==> config.mk <==
export PLATFORM = sky130hd
export DESIGN_NAME = uart_tx_arbiter
export DESIGN_NICKNAME = d
export VERILOG_FILES = /design/src/rtl/uart_tx_arbiter.sv
export SDC_FILE = /design/constraint.sdc
export NUM_CORES = 1
export LEC_CHECK = 0
export ABC_CLOCK_PERIOD_IN_PS = 1900
export CELL_PAD_IN_SITES_DETAIL_PLACEMENT = 1
export CELL_PAD_IN_SITES_GLOBAL_PLACEMENT = 1
export CORE_ASPECT_RATIO = 1.2
export CORE_MARGIN = 2
export CORE_UTILIZATION = 34
export CTS_CLUSTER_DIAMETER = 50
export DETAILED_ROUTE_END_ITERATION = 10
export HOLD_SLACK_MARGIN = 0.15
export PLACE_DENSITY = 0.87
export SLEW_MARGIN = 25
export SYNTH_ARGS = -nofsm -noshare
export SYNTH_HDL_FRONTEND = slang
export SYNTH_SLANG_ARGS = --single-unit
==> constraint.sdc <==
create_clock -name clk -period 1.9 [get_ports clk]
set_input_delay 0.38 -clock clk [delete_from_list [all_inputs] [get_ports clk]]
set_output_delay 0.38 -clock clk [all_outputs]
set_load 0.01 [all_outputs]
==> src/rtl/uart_tx_arbiter.sv <==
// ---------------------------------------------------------------------------------------------
// uart_tx_arbiter
//
// Shares one UART transmitter among NUM_REQ byte-stream requesters. A round-robin grant is
// held for a whole packet (until req_last). One byte is issued per UART frame, and the next
// byte is not taken until tx_done. The UART line configuration is owned here and only ever
// changes between packets, so no frame goes out with mixed settings.
//
// Ports:
//   clk, rst_n                  clock, asynchronous active-low reset
//   req_valid/req_data/req_last per-requester byte stream (requester i uses req_data[8i+7:8i])
//   req_ready                   byte accepted this cycle (one-hot or zero)
//   cfg_baud_div/cfg_parity/cfg_stop_bits/cfg_update
//                               configuration request; cfg_update captures it into a shadow
//   baud_div/parity_mode/stop_bits
//                               configuration currently applied to the UART
//   tx_data/tx_valid            byte to the UART; tx_valid is a one-cycle pulse
//   tx_ready/tx_done            UART status
//   grant_active/grant_id       current owner of the UART
//   cfg_pending                 shadow configuration waiting to be applied
//   timeout_err                 one-cycle pulse when a stall forces a release
// ---------------------------------------------------------------------------------------------
module uart_tx_arbiter #(
    parameter int unsigned NUM_REQ        = 4,
    parameter int unsigned RESET_BAUD_DIV = 16,
    parameter int unsigned TIMEOUT        = 4096
) (
    input  logic                       clk,
    input  logic                       rst_n,

    input  logic [NUM_REQ-1:0]         req_valid,
    input  logic [NUM_REQ*8-1:0]       req_data,
    input  logic [NUM_REQ-1:0]         req_last,
    output logic [NUM_REQ-1:0]         req_ready,

    input  logic [15:0]                cfg_baud_div,
    input  logic [1:0]                 cfg_parity,
    input  logic                       cfg_stop_bits,
    input  logic                       cfg_update,

    output logic [15:0]                baud_div,
    output logic [1:0]                 parity_mode,
    output logic                       stop_bits,

    output logic [7:0]                 tx_data,
    output logic                       tx_valid,
    input  logic                       tx_ready,
    input  logic                       tx_done,

    output logic                       grant_active,
    output logic [$clog2(NUM_REQ)-1:0] grant_id,
    output logic                       cfg_pending,
    output logic                       timeout_err
);

    localparam int unsigned IdW  = $clog2(NUM_REQ);
    localparam int unsigned CntW = $clog2(TIMEOUT + 1);
    localparam logic [CntW-1:0] CntMax = CntW'(TIMEOUT - 1);

    typedef enum logic [1:0] {
        StIdle,
        StCfg,
        StIssue,
        StWaitDone
    } state_e;

    state_e          state_q;
    logic [IdW-1:0]  rr_ptr_q;
    logic [IdW-1:0]  grant_id_q;
    logic            grant_active_q;
    logic            last_q;
    logic [7:0]      tx_data_q;
    logic            tx_valid_q;
    logic            timeout_err_q;
    logic [CntW-1:0] cnt_q;

    logic [15:0]     shadow_baud_q;
    logic [1:0]      shadow_parity_q;
    logic            shadow_stop_q;
    logic            cfg_pending_q;
    logic [15:0]     baud_div_q;
    logic [1:0]      parity_mode_q;
    logic            stop_bits_q;

    // ------------------------------------------------------------------
    // Round-robin search: first valid requester at or above rr_ptr, wrapping.
    // ------------------------------------------------------------------
    logic [IdW-1:0] pick;
    logic           pick_vld;

    always_comb begin : p_rr_pick
        int unsigned    idx;
        logic [IdW-1:0] cand;
        idx      = 0;
        cand     = '0;
        pick     = '0;
        pick_vld = 1'b0;
        for (int unsigned i = 0; i < NUM_REQ; i++) begin
            idx = 32'(rr_ptr_q) + i;
            if (idx >= NUM_REQ) begin
                idx = idx - NUM_REQ;
            end
            cand = idx[IdW-1:0];
            if (!pick_vld && req_valid[cand]) begin
                pick_vld = 1'b1;
                pick     = cand;
            end
        end
    end

    // Pointer value after releasing the current owner.
    logic [IdW-1:0] rr_next;
    assign rr_next = (grant_id_q == IdW'(NUM_REQ - 1)) ? '0 : grant_id_q + 1'b1;

    // ------------------------------------------------------------------
    // Accept handshake with the granted requester.
    // ------------------------------------------------------------------
    logic       accept;
    logic [7:0] grant_byte;

    assign accept     = (state_q == StIssue) && tx_ready && req_valid[grant_id_q];
    assign grant_byte = req_data[{grant_id_q, 3'b000} +: 8];

    always_comb begin
        req_ready = '0;
        if (accept) begin
            req_ready[grant_id_q] = 1'b1;
        end
    end

    // ------------------------------------------------------------------
    // Sequencer: grant, issue, wait for tx_done, release; configuration
    // is applied only from IDLE through the one-cycle CFG state.
    // ------------------------------------------------------------------
    always_ff @(posedge clk or negedge rst_n) begin
        if (!rst_n) begin
            state_q         <= StIdle;
            rr_ptr_q        <= '0;
            grant_id_q      <= '0;
            grant_active_q  <= 1'b0;
            last_q          <= 1'b0;
            tx_data_q       <= '0;
            tx_valid_q      <= 1'b0;
            timeout_err_q   <= 1'b0;
            cnt_q           <= '0;
            shadow_baud_q   <= 16'(RESET_BAUD_DIV);
            shadow_parity_q <= '0;
            shadow_stop_q   <= 1'b0;
            cfg_pending_q   <= 1'b0;
            baud_div_q      <= 16'(RESET_BAUD_DIV);
            parity_mode_q   <= '0;
            stop_bits_q     <= 1'b0;
        end else begin
            tx_valid_q    <= 1'b0;
            timeout_err_q <= 1'b0;

            // Capture is allowed in any state; the last update wins.
            if (cfg_update) begin
                shadow_baud_q   <= cfg_baud_div;
                shadow_parity_q <= cfg_parity;
                shadow_stop_q   <= cfg_stop_bits;
                cfg_pending_q   <= 1'b1;
            end

            unique case (state_q)
                StIdle: begin
                    if (cfg_pending_q) begin
                        state_q <= StCfg;
                    end else if (pick_vld) begin
                        grant_id_q     <= pick;
                        grant_active_q <= 1'b1;
                        cnt_q          <= '0;
                        state_q        <= StIssue;
                    end
                end

                StCfg: begin
                    baud_div_q    <= shadow_baud_q;
                    parity_mode_q <= shadow_parity_q;
                    stop_bits_q   <= shadow_stop_q;
                    // A same-cycle update lands in the shadow and must stay pending.
                    if (!cfg_update) begin
                        cfg_pending_q <= 1'b0;
                    end
                    state_q <= StIdle;
                end

                StIssue: begin
                    if (accept) begin
                        tx_data_q  <= grant_byte;
                        last_q     <= req_last[grant_id_q];
                        tx_valid_q <= 1'b1;
                        cnt_q      <= '0;
                        state_q    <= StWaitDone;
                    end else if (!req_valid[grant_id_q]) begin
                        // Only a silent owner counts toward the stall limit.
                        if (cnt_q == CntMax) begin
                            timeout_err_q  <= 1'b1;
                            grant_active_q <= 1'b0;
                            rr_ptr_q       <= rr_next;
                            cnt_q          <= '0;
                            state_q        <= StIdle;
                        end else begin
                            cnt_q <= cnt_q + 1'b1;
                        end
                    end
                end

                StWaitDone: begin
                    // tx_done takes priority over a simultaneous expiry.
                    if (tx_done) begin
                        cnt_q <= '0;
                        if (last_q) begin
                            grant_active_q <= 1'b0;
                            rr_ptr_q       <= rr_next;
                            state_q        <= StIdle;
                        end else begin
                            state_q <= StIssue;
                        end
                    end else if (cnt_q == CntMax) begin
                        timeout_err_q  <= 1'b1;
                        grant_active_q <= 1'b0;
                        rr_ptr_q       <= rr_next;
                        cnt_q          <= '0;
                        state_q        <= StIdle;
                    end else begin
                        cnt_q <= cnt_q + 1'b1;
                    end
                end

                default: begin
                    state_q <= StIdle;
                end
            endcase
        end
    end

    assign baud_div     = baud_div_q;
    assign parity_mode  = parity_mode_q;
    assign stop_bits    = stop_bits_q;
    assign tx_data      = tx_data_q;
    assign tx_valid     = tx_valid_q;
    assign grant_active = grant_active_q;
    assign grant_id     = grant_id_q;
    assign cfg_pending  = cfg_pending_q;
    assign timeout_err  = timeout_err_q;

endmodule

==> summary.md <==
| Metric | Value |
|---|---|
| Slew at the pin with the worst max-slew slack | `0.419 ns` |
| Max Slew Vio Count | `0` |
| Clock Sinks | `70` |
| Final Wtd Congestion | `0.797` |
| Starting Density | `35.1%` |
| DR WL/cell | `18.1 microns` |
| Area grow syn2layout | `51.3%` |
| Slowest CP cell | `dfrtp_2` |
| CP Launch Type | `register` |
| H-tree lvl count | `3` |
| Main combinational cell family by area after synthesis | `multiplexers` |
| Area of the multi-input gates | `1610 sq um` |
| Die area | `10,700 sq um` |
| CP max stage delay | `0.41 ns` |
| Total I/O pin count | `101` |
| Row count | `39` |
| CP max FO | `5` |
| Tot Pwr | `7.20 mW` |
| Root Driver | `clkbuf_16` |
| Simple-gate share of the synthesized area | `9.65%` |
| FFs w/ async S/R, synth | `100%` |
| Adder-cell share of the synthesized area | `1.86%` |
| Dominant cells by area after synthesis | `dfrtp_1 51%, mux2_2 14%, mux4_2 6.7%` |
| Post-detail-place hpwl | `6660 microns` |
| Top cells by count, synth | `68 x dfrtp_1, 43 x mux2_2, 13 x nand2_1` |
| Vias in the first global route | `2,996` |
| CTS tree | `done` |
| Final setup vio count | `4` |
| Crit path time final | `2.03 ns` |
| Top cell type's share of synthesized area | `50.7%` |
| CTS Buffer Depth | `2` |
| Worst Clk Skew | `0.00600 ns` |
| Xor/xnor share of the synthesized area | `0%` |
| Slew margin rel. | `72.0%` |
| Grt total ovfl | `0` |
| Vias | `2,635` |
| Static leakage | `2.15 nW` |
| Compound-Gate Fraction of Synth Area | `8.79%` |
| Critical-path cell list | `or2_4 > o22ai_4 > and3_4 > and2_4 > buf_6` |
| Clk_lat worst skew | `0.33 ns` |
| GRT Resource Usage Total | `18.1%` |
| Synthesized area | `3360 sq um` |
| CTS clk-pin slew, worst paths | `0.06 ns` |
| Die span in y | `113 microns` |
| DIE WIDTH | `94.7 microns` |
| Total Routed Length | `9370 microns` |
| Placed Cells | `496` |
| F_max | `493 MHz` |
| Cell Pwr Density | `1420 nW/um^2` |
| YS warnings | `0` |
| Seq. cell area | `1760 sq um` |
| Status | `finished with violations` |
| Final Cycle Share | `107%` |
| Synthesized instance count | `255` |
| Synth Flop Type | `dfrtp_1` |
| Worst path arrival time | `1.65 ns` |
| Sequential area share after synthesis | `52.2%` |
| Initial antenna violation count | `0` |
| RSZ-0062 raised after global routing | `yes` |
| Core ar. | `9560 sq um` |
| Mux cell area share after synthesis | `25.2%` |
| Cell Count, Final, Fillers Out | `517` |
| PortBufs | `100` |
| Via density | `5.10` |
| Worst hold path class | `register to register` |
| Antenna diodes | `0` |
| Setup crit end kind | `output port` |
| Iteration-0 DRC Markers | `72` |
| Post-synthesis net count | `324` |
| Yosys reg bits | `70` |
| Crit Path Category | `register to output port` |
| Worst Path Required | `1.52 ns` |
| Most common cell in the netlist | `dfrtp_1` |
| Final hold vios | `0` |
| Leading area contributor after synthesis | `dfrtp_1` |
| ANT nets after route | `0` |
| Final setup margin | `-0.128 ns` |
| Yosys cell types | `45` |
| Fillers | `1,004` |
| Share of cells above drive strength 1 | `34.8%` |
| # nets final | `458` |
| First-pass iteration count of the detailed router | `4` |
| Peak VDD IR | `0.790 mV` |
| Num CTS Buffers | `9` |
| Number of synthesized flops with an enable pin | `0` |
| Largest net degree at the start of global routing | `71` |
| Failing checks | `negative setup slack` |
| MaxCap Viol Count | `0` |
| Post-Syn Area per Cell | `13.2 sq um` |
| First-pass GRT wire length | `15,000 microns` |
| Number of remaining DRC errors | `0` |
-- kinds of logic (layout without fill, tap and decap cells) --
logic type	after synthesis	in the layout
fa+ha+maj	5	5
compound gates	42	42
mux	64	64
simple gates	60	60
buf+inv	14	153
flops	70	70
-- power breakdown --
group | total, mW | internal (mW) | switching, mW
sequential | 2.28 | 1.97 | 0.308
combinational | 3.40 | 1.95 | 1.45
clock | 1.51 | 0.878 | 0.635
total | 7.20 | 4.81 | 2.39
-- flip-flops by register name (all words and copies together), names as in the netlist --
register and cells:
parity_mode 2, state_q 2, stop_bits 1, tx_valid 1, last_q 1, cfg_pending 1
tx_data 8, grant_active 1, timeout_err 1, rr_ptr_q 2, grant_id 2, shadow_stop_q 1
shadow_parity_q 2, cnt_q 13, baud_div 16, shadow_baud_q 16
-- path summary, 6_finish.rpt --
kind	start	end	slack, ns	cells after the start
worst max-delay path	grant_id[0]	req_ready[1]	-0.13	5
worst min-delay path	cnt_q[12]	cnt_q[12]	0.49	1
worst max register to register	cnt_q[1]	rr_ptr_q[1]	0.05	6
worst min register to register	cnt_q[12]	cnt_q[12]	0.49	1
max in group asynchronous	rst_n	baud_div[4]	0.93	3
min in group asynchronous	rst_n	tx_valid	0.63	3
-- critical path: cells and delay by family (launching register included) --
| kind | cells | cell delay [ns] |
|---|---|---|
| buffers and inverters | 1 | 0.09 |
| AOI/OAI and AO/OA | 1 | 0.17 |
| and+or+nand+nor | 3 | 0.64 |
| DFF | 1 | 0.41 |
-- area by class of cell --
type,count,share of cell area [%]
flip-flops and latches,70,34.6
multi-input cells,171,31.7
repair buffers,132,25.0
clock buffers,10,4.51
well taps,123,3.03
clock inverters,6,0.763
inverters,5,0.369
-- metrics by stage --
step	cell area [sq um]	utilization [%]	hold WS, ns	setup slack (ns)	setup TNS [ns]
4_1_cts	4990	52.1	0.493	-0.106	-0.407
3_3_place_gp	4690	49.0	0.433	-0.559	-7.87
3_5_place_dp	4690	49.0	0.461	-0.610	-9.69
6_report	5080	53.1	0.489	-0.128	-0.488
2_1_floorplan	3360	-	0.0844	-0.0597	-0.239
5_1_grt	5080	53.1	0.521	-0.188	-0.828
-- metal layers --
metal  track usage [%]  vias up  part of all wire, %
li1                  -     1202                    -
met1              20.9     1361                   40
met2              32.3       57                   54
met3              4.06       15                  3.1
met4              6.86        0                  2.0
met5                 0        -                    0
-- repair_timing --
item                                   4_1_cts  5_1_grt
pin swaps                                    5        7
buffers inserted                             0        4
setup endpoints to repair                   20       14
gates resized for setup                     32       14
hold buffers                                 1        0
endpoints found under the hold margin       68        0
cloned                                       0        0
-- placed cells by master (no fill, tap or decap), types with 3 or more instances in the layout --
master,instances
a21oi_1,8
a22o_1,4
a31oi_1,6
and2_4,4
and3_1,3
buf_4,28
buf_6,5
clkbuf_16,9
clkdlybuf4s50_1,91
clkinv_2,3
dfrtp_1,66
dlygate4sd2_1,3
ha_1,4
inv_1,5
mux2_2,43
mux2_4,7
mux4_2,10
nand2_1,13
nand2b_1,3
nand3_1,3
nor2_1,12
nor2b_1,5
o21ai_0,7
o21ai_1,4
(Power assumes the default switching activity.)
